**src/rtl/mii_frame_scheduler.sv**
```systemverilog
// mii_frame_scheduler: round-robin sharing of one MII frame generator among N_REQ requesters
// Ports:
//   clk, i_rst_n            clock (rising edge), asynchronous active-low reset
//   i_enable                gates new grants; a frame in progress always finishes
//   i_req, i_req_interrupt  per-requester request level and scenario code byte
//   o_grant, o_done         one-hot grant held for the frame, one-cycle completion pulse
//   o_gen_start             one-cycle start pulse to the generator
//   o_gen_interrupt         scenario code latched at grant
//   i_gen_data, i_gen_ctrl  monitored generator output; ctrl != 0 marks a control byte
//   o_busy, o_timeout       not-idle flag, one-cycle abort pulse
//   o_frame_cnt             saturating count of completed frames
module mii_frame_scheduler #(
    parameter int         N_REQ          = 4,
    parameter int         IPG_CYCLES     = 12,
    parameter int         TIMEOUT_CYCLES = 256,
    parameter logic [7:0] START_CODE     = 8'hFB,
    parameter logic [7:0] TERMINATE_CODE = 8'hFD,
    parameter int         CNT_W          = 16
) (
    input  logic               clk,
    input  logic               i_rst_n,
    input  logic               i_enable,
    input  logic [N_REQ-1:0]   i_req,
    input  logic [8*N_REQ-1:0] i_req_interrupt,
    output logic [N_REQ-1:0]   o_grant,
    output logic [N_REQ-1:0]   o_done,
    output logic               o_gen_start,
    output logic [7:0]         o_gen_interrupt,
    input  logic [7:0]         i_gen_data,
    input  logic [7:0]         i_gen_ctrl,
    output logic               o_busy,
    output logic               o_timeout,
    output logic [CNT_W-1:0]   o_frame_cnt
);
    localparam int PW = $clog2(N_REQ);
    localparam int TW = $clog2(TIMEOUT_CYCLES) + 1;
    localparam int GW = $clog2(IPG_CYCLES + 1) + 1;

    typedef enum logic [1:0] {IDLE, WAIT_SOF, IN_FRAME, GAP} state_t;

    state_t           state_q, state_d;
    logic [PW-1:0]    win_q, win_d, last_q, last_d, arb_idx, rot;
    logic [TW-1:0]    timer_q, timer_d;
    logic [GW-1:0]    gap_q, gap_d;
    logic [N_REQ-1:0] grant_q, grant_d, done_q, done_d;
    logic             start_q, start_d, busy_q, busy_d, timeout_q, timeout_d;
    logic [7:0]       intr_q, intr_d;
    logic [CNT_W-1:0] cnt_q, cnt_d;
    logic             arb_go, sof, eof, tmo;

    assign arb_go = i_enable && (|i_req);
    assign sof    = (i_gen_ctrl != 8'h00) && (i_gen_data == START_CODE);
    assign eof    = (i_gen_ctrl != 8'h00) && (i_gen_data == TERMINATE_CODE);
    assign tmo    = timer_q == TW'(TIMEOUT_CYCLES - 1);

    // Scan from farthest to nearest after the last winner so the nearest requester wins.
    always_comb begin
        arb_idx = '0;
        rot     = '0;
        for (int i = N_REQ; i >= 1; i--) begin
            rot = PW'((int'(last_q) + i) % N_REQ);
            if (i_req[rot]) arb_idx = rot;
        end
    end

    always_ff @(posedge clk or negedge i_rst_n) begin
        if (!i_rst_n) begin
            state_q   <= IDLE;
            win_q     <= '0;
            last_q    <= PW'(N_REQ - 1);
            timer_q   <= '0;
            gap_q     <= '0;
            grant_q   <= '0;
            done_q    <= '0;
            start_q   <= 1'b0;
            busy_q    <= 1'b0;
            timeout_q <= 1'b0;
            intr_q    <= '0;
            cnt_q     <= '0;
        end else begin
            state_q   <= state_d;
            win_q     <= win_d;
            last_q    <= last_d;
            timer_q   <= timer_d;
            gap_q     <= gap_d;
            grant_q   <= grant_d;
            done_q    <= done_d;
            start_q   <= start_d;
            busy_q    <= busy_d;
            timeout_q <= timeout_d;
            intr_q    <= intr_d;
            cnt_q     <= cnt_d;
        end
    end

    always_comb begin
        state_d = state_q;
        case (state_q)
            IDLE:     state_d = arb_go ? WAIT_SOF : IDLE;
            WAIT_SOF: state_d = sof ? IN_FRAME : (tmo ? GAP : WAIT_SOF);
            IN_FRAME: state_d = (eof || tmo) ? GAP : IN_FRAME;
            GAP:      state_d = (gap_q <= GW'(1)) ? IDLE : GAP;
        endcase
    end

    always_comb begin
        win_d     = win_q;
        last_d    = last_q;
        timer_d   = timer_q;
        gap_d     = gap_q;
        grant_d   = grant_q;
        done_d    = '0;
        start_d   = 1'b0;
        timeout_d = 1'b0;
        intr_d    = intr_q;
        cnt_d     = cnt_q;
        busy_d    = state_d != IDLE;
        case (state_q)
            IDLE: begin
                if (arb_go) begin
                    win_d   = arb_idx;
                    grant_d = N_REQ'(1) << arb_idx;
                    start_d = 1'b1;
                    intr_d  = i_req_interrupt[{arb_idx, 3'b000} +: 8];
                    timer_d = '0;
                end
            end
            WAIT_SOF, IN_FRAME: begin
                timer_d = timer_q + 1'b1;
                if (state_q == WAIT_SOF && sof) begin
                    timer_d = '0;
                end else if (state_q == IN_FRAME && eof) begin
                    done_d  = N_REQ'(1) << win_q;
                    cnt_d   = (&cnt_q) ? cnt_q : cnt_q + 1'b1;
                    grant_d = '0;
                    last_d  = win_q;
                    gap_d   = GW'(IPG_CYCLES);
                end else if (tmo) begin
                    // Abort still moves the pointer past the winner so it cannot starve others.
                    timeout_d = 1'b1;
                    grant_d   = '0;
                    last_d    = win_q;
                    gap_d     = GW'(IPG_CYCLES);
                end
            end
            GAP: gap_d = gap_q - 1'b1;
        endcase
    end

    assign o_grant         = grant_q;
    assign o_done          = done_q;
    assign o_gen_start     = start_q;
    assign o_gen_interrupt = intr_q;
    assign o_busy          = busy_q;
    assign o_timeout       = timeout_q;
    assign o_frame_cnt     = cnt_q;
endmodule

```
**config.mk**
```make
export PLATFORM = sky130hd
export DESIGN_NAME = mii_frame_scheduler
export DESIGN_NICKNAME = d
export VERILOG_FILES = /design/src/rtl/mii_frame_scheduler.sv
export SDC_FILE = /design/constraint.sdc
export NUM_CORES = 1
export LEC_CHECK = 0
export BUFFER_PORTS_ARGS = -buffer_cell sky130_fd_sc_hd__buf_2
export CORE_MARGIN = 3
export CORE_UTILIZATION = 32
export CTS_BUF_LIST = sky130_fd_sc_hd__clkbuf_8
export DETAILED_ROUTE_END_ITERATION = 10
export PLACE_DENSITY_LB_ADDON = 0.08
export SLEW_MARGIN = 30
export SYNTH_ARGS = -nofsm -noshare
export SYNTH_HDL_FRONTEND = slang
export SYNTH_SLANG_ARGS = --single-unit
```
**constraint.sdc**
```tcl
create_clock -name clk -period 6 [get_ports clk]
set_input_delay 0.3 -clock clk [delete_from_list [all_inputs] [get_ports clk]]
set_output_delay 0.3 -clock clk [all_outputs]
set_load 0.005 [all_outputs]
```
==> impl_metrics.json <==
{
  "drv_cap": 0,
  "path_cells": "inv_1 -> ha_1 -> inv_1 -> o21ai_0 -> o21ai_0 -> a22o_1",
  "synth_fp_nets": 329,
  "worst_pin_slew_ps": 716,
  "setup_slack_ps": 3530,
  "required_ps": 6220,
  "cp.arrival_ps": 2690,
  "cts_resized": 0,
  "grt_pass1_wl_mm": 11.1,
  "vias_per_cell": 5.17,
  "grt_pass1_vias": 2223,
  "gr-usage-met1_pct": 18.5,
  "postCtsSetupBuffers": 0,
  "power_density_nw_per_um2": 283,
  "pre_cts_slack_ps": 3410,
  "synth-seq-cells": 55,
  "ys.flop_type": "dfrtp_1",
  "final_nets": 421,
  "antenna_found_initial": 0,
  "synth.distinct_cells": 51,
  "fmax_mhz": 405,
  "postRouteAntennaNets": 0,
  "hpwl_mm": 5.09,
  "initialDrtViolationCount": 65,
  "synth_top_area_share_pct": 44.4,
  "crit_type": "flip-flop to flip-flop",
  "die_height_um": 103,
  "synth.most_common_cell": "dfrtp_1",
  "synth_common_cells": "53 x dfrtp_1, 22 x nand2_1, 16 x o21ai_0, 14 x nand3_1, 14 x xnor2_1",
  "syn_inst": 265,
  "ios": 90,
  "ff_latch_area_um2": 1380,
  "worst_path_largest_cell_delay_ps": 620,
  "worst_ir_drop_vdd_mv": 0.108,
  "grt_max_degree": 56,
  "clk_latency_ps": 320,
  "track_usage_pct": 13.3,
  "synth_warnings": 0,
  "ys_seq_area_share_pct": 46.2,
  "power_switching_share_pct": 34.6,
  "outcome": "finished, final reports clean",
  "groute.layer.met2.usage_pct": 21.2,
  "final-setup-viol-count": 0,
  "dieWidth_um": 103,
  "cp-end-kind": "flip-flop",
  "wl_per_cell_um": 14.8,
  "cp_slowest_cell": "o21ai_0",
  "rsz0062_at_grt": "false",
  "drive_gt1_share_pct": 37.4,
  "n_fill_cell": 879,
  "io_buffers": 89,
  "internal_power_uw": 676,
  "async_reset_ff_share_pct": 100,
  "power.leakage_nw": 1.66,
  "crit_path_start_kind": "flip-flop",
  "synth_edf_count": 0,
  "hold_class": "input port to asynchronous set/reset pin",
  "slew_violations": 0,
  "min_period_ps": 2470,
  "cts.htree.levels": 2,
  "hold_buffers": 0,
  "wirelength_mm": 6.92,
  "pwr-share-seq_pct": 47.5,
  "netlist_area_um2": 2990,
  "dr_total_vias": 2410,
  "gp_congestion": 0.720,
  "antenna_cells": 0,
  "clk_pin_slew_ps": 110,
  "path_delay_family": "compound AO/OA/AOI/OAI gates",
  "dr.pass1.iters": 4,
  "rows": 34,
  "use_met3_pct": 2.64,
  "top_usage_layer": "met2",
  "cp_max_fo": 14,
  "root_buffer": "clkbuf_8",
  "path_buf_inv": 2,
  "core_area_um2": 8890,
  "multi_input_area_um2": 1550,
  "drc": 0,
  "period_share_pct": 41.2,
  "skew_ps": 13.9,
  "overflow": 0,
  "syn_avg_cell_area_um2": 11.3,
  "clock_path_buffers": 2,
  "p_clk_share_pct": 21.4,
  "area_growth_pct": 22.4,
  "synth_top_area_cell": "dfrtp_1",
  "p_comb_share_pct": 31.1,
  "yosys-top-cells-area": "dfrtp_1 44%, mux4_2 6.0%, mux2_2 4.9%, xnor2_1 4.1%, ha_1 3.8%",
  "cts_made_buffers": 5,
  "hold_viol": 0,
  "tns_ps": 0,
  "die_area_um2": 10500,
  "cts.sinks": 55,
  "start_util_pct": 33.6,
  "relSlewSlack_pct": 52.3,
  "power_switching_uw": 358,
  "cts_tree": "yes"
}
routing by layer:
layer	up-vias	wire [um]
li1	1172	-
met1	1184	3280
met5	-	0
met3	8	314
met2	46	3250
met4	0	76
power groups by stage:
stage | Clock, mW | Sequential (mW) | Combinational (mW)
6_report | 0.222 | 0.491 | 0.322
5_1_grt | 0.246 | 0.503 | 0.363
4_1_cts | 0.232 | 0.492 | 0.326
3_5_place_dp | 0 | 0.501 | 0.325
3_3_place_gp | 0 | 0.499 | 0.325
2_1_floorplan | 0 | 0.497 | 0.198
worst paths after layout:
path                                   startpoint                             end  slack [ps]  cells after the start
setup / recovery             state_q[0]$_DFF_PN0_          timer_q[2]$_DFFE_PN0P_        3530                      6
hold reg to reg            o_grant[1]$_DFFE_PN0P_          o_grant[1]$_DFFE_PN0P_         490                      1
hold / removal                            i_rst_n      o_frame_cnt[9]$_DFFE_PN0P_         100                      2
max in group asynchronous                 i_rst_n             o_timeout$_DFF_PN0_        5410                      2
min in group clk              i_req_interrupt[28]  o_gen_interrupt[4]$_DFFE_PN0P_         420                      3
setup reg to reg             state_q[0]$_DFF_PN0_          timer_q[2]$_DFFE_PN0P_        3530                      6
cell usage in the layout, fill, tap and decap left out, types with 2 or more instances in the layout:
cell / count
buf_2: 89
dfrtp_1: 53
nand2_1: 22
o21ai_0: 16
nand3_1: 14
xnor2_1: 14
mux2_2: 13
inv_1: 10
ha_1: 9
nor2_1: 8
and3_1: 8
nor3_1: 8
a21oi_1: 8
mux4_2: 8
nand4_1: 6
a22o_1: 6
nand2b_1: 5
nor2b_1: 5
clkbuf_8: 5
nor4_2: 3
nor3b_1: 3
a2111o_1: 2
a2111oi_4: 2
a211o_1: 2
nor4_1: 2
nand4b_1: 2
a21o_1: 2
a31oi_1: 2
o221a_2: 2
o211ai_1: 2
dfstp_2: 2
registers in the layout, summed over array words and instances, names as in the netlist, 4 cells and up:
| register | cells |
|---|---|
| o_frame_cnt | 16 |
| gap_q | 5 |
| o_grant | 4 |
| o_done | 4 |
| timer_q | 9 |
| o_gen_interrupt | 8 |
area by class of cell:
cell class                      count  share of cell area, %
Clock inverter                      3                  0.753
Clock buffer                        5                   1.88
Sequential cell                    55                   37.7
Timing Repair Buffer               90                   12.4
Inverter                           11                   1.13
Tap cell                          108                   3.70
Multi-Input combinational cell    194                   42.4
through the flow:
stage / instances / power [mW] / utilization, % / hold slack [ps] / area (um^2)
floorplan: 265 / 0.695 / - / 4.41 / 2990
global placement: 458 / 0.824 / 39.9 / 459 / 3550
detailed placement: 458 / 0.825 / 39.9 / 466 / 3550
CTS: 466 / 1.05 / 41.0 / 128 / 3650
global route: 466 / 1.11 / 41.1 / 152 / 3650
finish: 466 / 1.03 / 41.1 / 101 / 3650
kinds of logic (layout without fill, tap and decap cells):
logic type / Yosys count / after routing / synth area share, %
xor+xnor: 15 / 15 / 4.40
simple gates: 91 / 91 / 17.4
buf+inv: 16 / 109 / 2.26
compound gates: 57 / 57 / 14.8
mux: 22 / 22 / 11.3
fa+ha+maj: 9 / 9 / 3.77
flops: 55 / 55 / 46.2
(Power assumes the default switching activity.)
